`src/rtl/uart_tx_sequencer.sv`:
```
// uart_tx_sequencer: on a rising edge of sent_trig_i, reads 32-bit words from
// the transmit buffer RAM and feeds their bytes (little-endian) one at a time
// to the UART transmitter, reporting progress and completion.
//
// Optional feature: define UART_SEQ_ABORT_EN to add abort_i, which stops the
// transfer after the byte currently in flight.
//
// Ports:
//   S_AXI_ACLK, S_AXI_ARESETN         clock, async active-low reset
//   data_length_i, sent_trig_i        byte count and start request
//   buf_rd_en_o, buf_rd_addr_o        buffer read strobe / word address
//   buf_rd_data_i                     buffer read data (cycle after strobe)
//   tx_data_o, tx_start_o, tx_done_i  UART TX byte handshake
//   busy_o, done_o, byte_cnt_o        status to the control registers
//   abort_i                           (UART_SEQ_ABORT_EN only) stop request
module uart_tx_sequencer #(
   parameter int unsigned C_S_AXI_DATA_WIDTH = 32,
   parameter int unsigned C_BUF_ADDR_WIDTH   = 8,
   parameter int unsigned C_LEN_WIDTH        = 10
) (
   input  logic                          S_AXI_ACLK,
   input  logic                          S_AXI_ARESETN,
   input  logic [C_LEN_WIDTH-1:0]        data_length_i,
   input  logic                          sent_trig_i,
   output logic                          buf_rd_en_o,
   output logic [C_BUF_ADDR_WIDTH-1:0]   buf_rd_addr_o,
   input  logic [C_S_AXI_DATA_WIDTH-1:0] buf_rd_data_i,
   output logic [7:0]                    tx_data_o,
   output logic                          tx_start_o,
   input  logic                          tx_done_i,
   output logic                          busy_o,
   output logic                          done_o,
   output logic [C_LEN_WIDTH-1:0]        byte_cnt_o
`ifdef UART_SEQ_ABORT_EN
   ,
   input  logic                          abort_i
`endif
);

   // Byte index spans the whole buffer so the word address wraps naturally.
   localparam int unsigned IDX_W = C_BUF_ADDR_WIDTH + 2;

   typedef enum logic [2:0] {
      S_IDLE, S_FETCH, S_WAIT_RD, S_SEND, S_WAIT_TX, S_DONE
   } state_e;

   state_e                          state_q, state_d;
   logic                            trig_q;
   logic [C_LEN_WIDTH-1:0]          len_q, len_d;
   logic [IDX_W-1:0]                idx_q, idx_d;
   logic [C_S_AXI_DATA_WIDTH-1:0]   word_q, word_d;
   logic [C_LEN_WIDTH-1:0]          cnt_d;
   logic                            rd_en_d, tx_start_d, busy_d, done_d;
   logic [C_BUF_ADDR_WIDTH-1:0]     rd_addr_d;
   logic [7:0]                      tx_data_d;
   logic                            trig_edge;
   logic                            abort_now;

   assign trig_edge = sent_trig_i & ~trig_q;

`ifdef UART_SEQ_ABORT_EN
   // Sticky abort request; only honoured while a transfer is in progress.
   logic abort_q;
   assign abort_now = abort_q |
                      (abort_i & (state_q != S_IDLE) & (state_q != S_DONE));

   always_ff @(posedge S_AXI_ACLK or negedge S_AXI_ARESETN) begin
      if (!S_AXI_ARESETN) abort_q <= 1'b0;
      else if (state_q == S_DONE) abort_q <= 1'b0;
      else abort_q <= abort_now;
   end
`else
   assign abort_now = 1'b0;
`endif

   // Next-state and next-output logic; outputs follow the next state so they
   // are valid in the cycle the FSM occupies that state.
   always_comb begin
      state_d = state_q;
      len_d   = len_q;
      idx_d   = idx_q;
      word_d  = word_q;
      cnt_d   = byte_cnt_o;

      case (state_q)
         S_IDLE: begin
            if (trig_edge) begin
               len_d   = data_length_i;
               idx_d   = '0;
               cnt_d   = '0;
               state_d = (data_length_i == '0) ? S_DONE : S_FETCH;
            end
         end
         S_FETCH:   state_d = S_WAIT_RD;
         S_WAIT_RD: begin
            word_d  = buf_rd_data_i;
            state_d = abort_now ? S_DONE : S_SEND;
         end
         S_SEND:    state_d = S_WAIT_TX;
         S_WAIT_TX: begin
            if (tx_done_i) begin
               cnt_d = byte_cnt_o + C_LEN_WIDTH'(1);
               idx_d = idx_q + IDX_W'(1);
               if (cnt_d == len_q)        state_d = S_DONE;
               else if (abort_now)        state_d = S_DONE;
               else if (idx_d[1:0] == 2'b00) state_d = S_FETCH;
               else                       state_d = S_SEND;
            end
         end
         S_DONE:    state_d = S_IDLE;
         default:   state_d = S_IDLE;
      endcase

      rd_en_d    = (state_d == S_FETCH);
      rd_addr_d  = rd_en_d ? idx_d[IDX_W-1:2] : buf_rd_addr_o;
      tx_start_d = (state_d == S_SEND);
      tx_data_d  = tx_start_d ? word_d[{idx_d[1:0], 3'b000} +: 8] : tx_data_o;
      busy_d     = (state_d != S_IDLE) && (state_d != S_DONE);
      done_d     = (state_d == S_DONE);
   end

   // State, datapath and output registers.
   always_ff @(posedge S_AXI_ACLK or negedge S_AXI_ARESETN) begin
      if (!S_AXI_ARESETN) begin
         state_q       <= S_IDLE;
         trig_q        <= 1'b0;
         len_q         <= '0;
         idx_q         <= '0;
         word_q        <= '0;
         byte_cnt_o    <= '0;
         buf_rd_en_o   <= 1'b0;
         buf_rd_addr_o <= '0;
         tx_start_o    <= 1'b0;
         tx_data_o     <= '0;
         busy_o        <= 1'b0;
         done_o        <= 1'b0;
      end else begin
         state_q       <= state_d;
         trig_q        <= sent_trig_i;
         len_q         <= len_d;
         idx_q         <= idx_d;
         word_q        <= word_d;
         byte_cnt_o    <= cnt_d;
         buf_rd_en_o   <= rd_en_d;
         buf_rd_addr_o <= rd_addr_d;
         tx_start_o    <= tx_start_d;
         tx_data_o     <= tx_data_d;
         busy_o        <= busy_d;
         done_o        <= done_d;
      end
   end

endmodule

```
`config.mk`:
```
export PLATFORM = sky130hd
export DESIGN_NAME = uart_tx_sequencer
export DESIGN_NICKNAME = d
export VERILOG_FILES = /design/src/rtl/uart_tx_sequencer.sv
export SDC_FILE = /design/constraint.sdc
export NUM_CORES = 1
export LEC_CHECK = 0
export ABC_AREA = 1
export ABC_CLOCK_PERIOD_IN_PS = 2700
export BUFFER_PORTS_ARGS = -buffer_cell sky130_fd_sc_hd__buf_4
export CAP_MARGIN = 20
export CORE_ASPECT_RATIO = 2
export CORE_MARGIN = 1
export CORE_UTILIZATION = 23
export CTS_BUF_LIST = sky130_fd_sc_hd__clkbuf_4
export CTS_CLUSTER_DIAMETER = 50
export DETAILED_ROUTE_END_ITERATION = 16
export HOLD_SLACK_MARGIN = 0.05
export PLACE_DENSITY = 0.47
export SLEW_MARGIN = 10
export SYNTH_ARGS = -nofsm -noshare
export SYNTH_HDL_FRONTEND = slang
export SYNTH_SLANG_ARGS = --single-unit
```
`constraint.sdc`:
```
create_clock -name S_AXI_ACLK -period 2.7 [get_ports S_AXI_ACLK]
set_clock_uncertainty 0.15 [all_clocks]
set_input_delay 0.54 -clock S_AXI_ACLK [delete_from_list [all_inputs] [get_ports S_AXI_ACLK]]
set_output_delay 0.54 -clock S_AXI_ACLK [all_outputs]
set_load 0.01 [all_outputs]
```
# Word level (Yosys, flattened, before mapping)
# Cells that the tools add are included.
# W data, S select, Z words.
dict set report word_totals {
  register_bits 86
  out_inout_bits 30
  wordCells 49
}
dict set report op_classes {
  n_addsub 2
  n_eq_ne 11
  n_shift 1
  mux 13
  bitwise 2
  reduce_logical 8
}
# op count
set ops {}
lappend ops {{$mux W10} 4}
lappend ops {{$pmux W10 S2} 2}
lappend ops {{$mux W32} 1}
lappend ops {{$shiftx A32 B6 Y8} 1}
lappend ops {{$add A10 B1 Y10 const B} 2}
lappend ops {{$pmux W3 S5} 1}
lappend ops {{$mux W3} 4}
lappend ops {{$eq A10 B10 Y1} 1}
lappend ops {{$logic_not A10 Y1} 1}
lappend ops {{$eq A3 B2 Y1 const B} 3}
lappend ops {{$eq A3 B1 Y1 const B} 2}
lappend ops {{$eq A3 B3 Y1 const B} 2}
lappend ops {{$ne A2 B2 Y1 const B} 2}
lappend ops {{$logic_not A3 Y1} 1}
lappend ops {{$ne A3 B3 Y1 const B} 1}
lappend ops {{$reduce_and A3 Y1} 1}
lappend ops {{$reduce_bool A3 Y1} 1}
lappend ops {{$logic_not A2 Y1} 1}
lappend ops {{$mux W2} 1}
lappend ops {{$reduce_and A2 Y1} 1}
lappend ops {{$reduce_bool A2 Y1} 1}
lappend ops {{$and A1 B1 Y1} 1}
lappend ops {{$logic_and A1 B1 Y1} 1}
lappend ops {{$not A1 Y1} 1}

# Depth between registers and ports, before layout
dict set report depth {
  ltp_word 8
  mapped_depth 18
}

# Worst setup path after synthesis
# OpenSTA, ideal clock, no wires.
dict set report synth_path {
  path_type {flip-flop to flip-flop}
  startpoint {reg byte_cnt_o[0]}
  endpoint {reg busy_o}
  setup_ps 118
  t_arrival_ps 1925
  required_ps 2432
  slack_ps 507
  stages_incl_launch_ff 18
  n_path_buf 1
  synth_period_minus_slack_ps 2193
  cell_sequence {dfrtp_1 > ha_1 > nand2_2 > nor2_4 > nand2_1 > nand2_1 > nand2_1 > nand2_1 > nand3_1 > nor2_2 > nand3_2 > nand3_2 > nand2_2 > nand2_4 > nand2_2 > buf_6 > nor2_2 > nand2_1}
}
dict set report synth_via {
  elab_chain_cells 7
  word_cells_on_any_way 8
  classes_between {add/sub (1); eq/ne (2); mux (3); reduce/logical (2)}
}
# element line
set synth_lines {}
lappend synth_lines {{start: declaration} 33} ;# output logic [C_LEN_WIDTH-1:0] byte_cnt_o
lappend synth_lines {{start signal: assignment} 143} ;# byte_cnt_o <= cnt_d;
lappend synth_lines {{$add A10 B1 Y10 (*)} 102} ;# cnt_d = byte_cnt_o + C_LEN_WIDTH'(1);
lappend synth_lines {{$eq A10 B10 Y1 (*)} 104} ;# if (cnt_d == len_q) state_d = S_DONE;
lappend synth_lines {{$mux W3 (*)} 104}
lappend synth_lines {{$mux W3 (*)} 101} ;# if (tx_done_i) begin
lappend synth_lines {{$pmux W3 S5 (*)} 85} ;# case (state_q)
lappend synth_lines {{via state_d[1]} 47} ;# state_e state_q, state_d;
lappend synth_lines {{$ne A3 B3 Y1 or $reduce_bool A3 Y1 (tied branches)} 118} ;# busy_d = (state_d != S_IDLE) && (state_d != S_DONE);
lappend synth_lines {{$logic_and A1 B1 Y1 (*)} 118}
lappend synth_lines {{via busy_d} 53} ;# logic rd_en_d, tx_start_d, busy_d, done_d;
lappend synth_lines {{end signal: assignment} 148} ;# busy_o <= busy_d;
lappend synth_lines {{end: declaration} 31} ;# output logic busy_o,
# The timed path passes the listed nets; every way through them passes the cells marked *.
# A chain may end at the register's enable or synchronous reset.

# Worst setup path in the final report
dict set report layout_path {
  startpoint {reg byte_cnt_o[0]}
  endpoint {reg tx_data_o[3]}
}
dict set report layout_via {
  elab_chain_cells 6
}
# element line
set layout_lines {}
lappend layout_lines {{$add A10 B1 Y10} 102}
lappend layout_lines {{$eq A10 B10 Y1} 104}
lappend layout_lines {{$mux W3} 104}
lappend layout_lines {{$mux W3} 101}
lappend layout_lines {{$pmux W3 S5} 85}
lappend layout_lines {{$eq A3 B2 Y1} 116} ;# tx_start_d = (state_d == S_SEND);
lappend layout_lines {{end signal: assignment} 147} ;# tx_data_o <= tx_data_d;
lappend layout_lines {{end: declaration} 28} ;# output logic [7:0] tx_data_o,
# Every way passes these cells.

==> summary.txt <==
GRT
  • GR Util met1: 13.6%
  • Largest net degree at the start of global routing: 46
  • Initial antenna violation count: 1
  • GRT Max-Usage Layer: met2
  • Total gr overflow: 0
  • Total track usage: ~13%
  • Met2 Resource Use GR: approximately a quarter
  • First-pass GRT wire length: about 19 mm
  • GR met3 Demand/Resource: 2.31%
  • Vias in the first global route: 3793

Setup path
  • Crit path required time: slightly below 3 ns
  • Worst-path cell chain: ha_1 -> inv_1 -> nand2_1 -> nand2_1 -> nor2_1 -> nand2_1 -> nor2_1 -> nand3_1 -> nor2_2 -> nand3_2 -> nand3_2 -> nand2_2 -> nand2_4 -> nand2_2 -> nand2_4 -> nand2_1 -> nand2_1
  • Max stage delay on crit path: 0.48 ns
  • Max FO, Critical Path: 11
  • Worst Path Buf+Inv: 1
  • Flop-to-flop setup slack: roughly 0.27 ns
  • Critical R2R Launch: byte_cnt_o[0]
  • Kind of critical path: register to register
  • Worst endpoint data arrival time: roughly 2.7 ns
  • RR Endpoint: tx_data_o[3]
  • Endpoint class of the critical path: register
  • Cell mode on critical path: nand2_1
  • CP top delay family: simple AND/OR/NAND/NOR gates
  • Register-to-Register Path Depth: 17
  • Slowest CP cell: dfrtp_2
  • Crit path launch type: register

Floorplanning
  • DIE AREA: roughly 0.019 sq mm
  • Die Ht: between 150 and 200 um
  • # IOs: 76
  • Die width: ~100 um
  • Core ar.: 0.0178 sq mm
  • Initial core utilization: a little under a quarter
  • # rows: 69

Timing
  • Max-slew violations: 0
  • Final min period: roughly 2.4 ns
  • Setup Viol. Count Final: 0
  • Setup TNS: 0 ns
  • RSZ-0062 raised after global routing: no
  • Relative slew slack: around 51%
  • Max Fclk: ~410 MHz
  • Worst slew pin tran: between 0.7 and 0.8 ns
  • Fin Hold WS: around 0.14 ns
  • Final hold vios: 0
  • Ratio of final minimum period to clock period: approximately nine tenths

Finish
  • Fill cell count: between 1500 and 2000
  • Share of cells above drive strength 1: ~25%
  • Area growth from synthesis to layout: 24.5%
  • Most common cell after layout, fill and taps aside: nand2_1
  • NumNets Final: approximately 630
  • Final instance area: approximately 0.0052 sq mm
  • Commonest cells after routing, fill and taps aside: nand2_1, dfrtp_1, buf_4, inv_1

Pwr
  • Leak: between 2 and 3 nW
  • IR drop worst, VDD: around 0.00032 V
  • Tot Pwr: around 5.6 mW
  • Pwr dens: approximately 1100 mW/mm^2

Worst hold path
  • Min-Delay Endpoint: len_q[6]
  • Hold path start: data_length_i[6]
  • HP Class: primary input to register
  • Min-Delay Path Depth: 3

Place
  • Port bufs: 75
  • Dpl cell area: 0.00508 sq mm
  • Dpl hpwl: ~9.2 mm
  • Final Wtd Congestion: between 0.8 and 0.9

Synth
  • Top cells by area, synth: dfrtp_1, nand2_1, inv_1, nand3_1, o21ai_0
  • Mapped Cells: about 500
  • Seq cells post-synth: between 80 and 90
  • Syn. warnings: 0
  • Synthesized area per cell: 8.41 sq um
  • Seq/Total Area, Yosys: 51.3%
  • Mapped Area: between 0.004 and 0.005 sq mm
  • Largest area contributor in the synthesized netlist: dfrtp_1
  • Synth unique cells: 38
  • Synth top area share: between 50 and 60%
  • Post-Syn Nets: about 550

Drt
  • DR vias/cell: around 4.4
  • Number of DRC markers in iteration 0: around 140
  • Post-route DRC: 0
  • Drt first pass iters: 4
  • Via count: between 3000 and 4000
  • Total wire length: ~12 mm
  • Post-DRT Antenna Nets: 0
  • Routed wire per std cell: approximately 15 um

CTS
  • H-Tree Level Count: 3
  • Root buf cell: clkbuf_4
  • CTS tree: built
  • Worst-skew pair later-pin latency: ~0.46 ns
  • TritonCTS Sinks: between 80 and 90
  • Clk pin slew, worst setup/hold paths: approximately 0.15 ns
  • Number of clock buffers inserted by TritonCTS: 9
  • CTS max path bufs: 2

Run status
  • Status: finished clean

Job
  • Max Cap Violations: 0
-- synthesized netlist by cell type (all sizes together) --
cell and instances:
a211oi 1, a21oi 18, and3 1, buf 6, clkbuf 8, clkinv 1, dfrtp 86, ha 3
inv 67, mux2i 8, nand2 140, nand3 31, nand3b 1, nand4 11, nor2 26, nor3 12
nor4 3, o21ai 45, o221ai 1, o22ai 9, o32ai 1, or2 17, xnor2 1, xnor3 1
xor2 1
-- state kept, by name, indices dropped and copies added (netlist names), 3 cells and up --
register       count
word_q            32
byte_cnt_o        10
idx_q             10
len_q             10
buf_rd_addr_o      8
tx_data_o          8
state_q            3
-- power by group --
| group | internal (mW) | total (mW) | leakage, nW | switching, mW |
|---|---|---|---|---|
| Sequential | 1.79 | 2.08 | 1.07 | 0.292 |
| Combinational | 1.09 | 2.87 | 1.44 | 1.78 |
| Clock | 0.196 | 0.676 | 0.0622 | 0.480 |
| Total | 3.08 | 5.63 | 2.58 | 2.55 |
-- per-layer routing --
layer  share of wire, %  wire length [um]
met5                  0                 0
met4                2.3               276
met3                2.9               343
met2                 58              6980
met1                 37              4440
-- worst register-to-register path: cells and delay by family (launching register included) --
kind          cells  cell delay [ns]
fa+ha+maj         1             0.32
buf+inv           1             0.06
flops             1             0.48
simple gates     15             1.36
-- layout make-up --
type | instances | area [sq um] | area share [%]
clock buffers | 10 | 75.1 | 1.44
multi-input cells | 331 | 1740 | 33.2
inverters | 68 | 255 | 4.88
diodes | 1 | 2.50 | 0.0479
repair buffers | 89 | 698 | 13.4
flip-flops and latches | 86 | 2150 | 41.2
well taps | 213 | 267 | 5.10
clock inverters | 6 | 38.8 | 0.742
-- logic make-up after synthesis --
kind of cell | share of synthesized area (%)
AOI/OAI and AO/OA | 9.62
and+or+nand+nor | 27.7
DFF | 51.3
adders and majority gates | 0.894
muxes | 1.91
buffers and inverters | 7.66
xor gates and xnor gates | 0.954
-- worst max-delay path by stage --
stage	depth (start not counted)	slack (ns)	end	startpoint
detailed placement	17	0.23	tx_data_o[3]	byte_cnt_o[0]
global placement	17	0.28	tx_data_o[6]	byte_cnt_o[0]
floorplan	17	0.51	busy_o	byte_cnt_o[0]
finish	17	0.27	tx_data_o[3]	byte_cnt_o[0]
global route	17	0.03	tx_data_o[4]	byte_cnt_o[0]
CTS	17	0.18	tx_data_o[3]	byte_cnt_o[0]
-- metrics by stage --
step	utilization (%)	setup WS [ns]	cells
after global placement	28.6	0.280	785
after global routing	29.4	0.0338	804
after floorplan	-	0.507	499
final	29.4	0.269	804
after CTS	29.3	0.176	803
after detailed placement	28.6	0.227	785
-- timing repair --
action | CTS | global route
hold endpoints to repair | 16 | 0
endpoints found under the setup margin | 0 | 9
gates resized for setup | 0 | 2
hold buffers | 2 | 0
buffers inserted | 0 | 0
No activity file was read; power rests on OpenSTA's default activity.
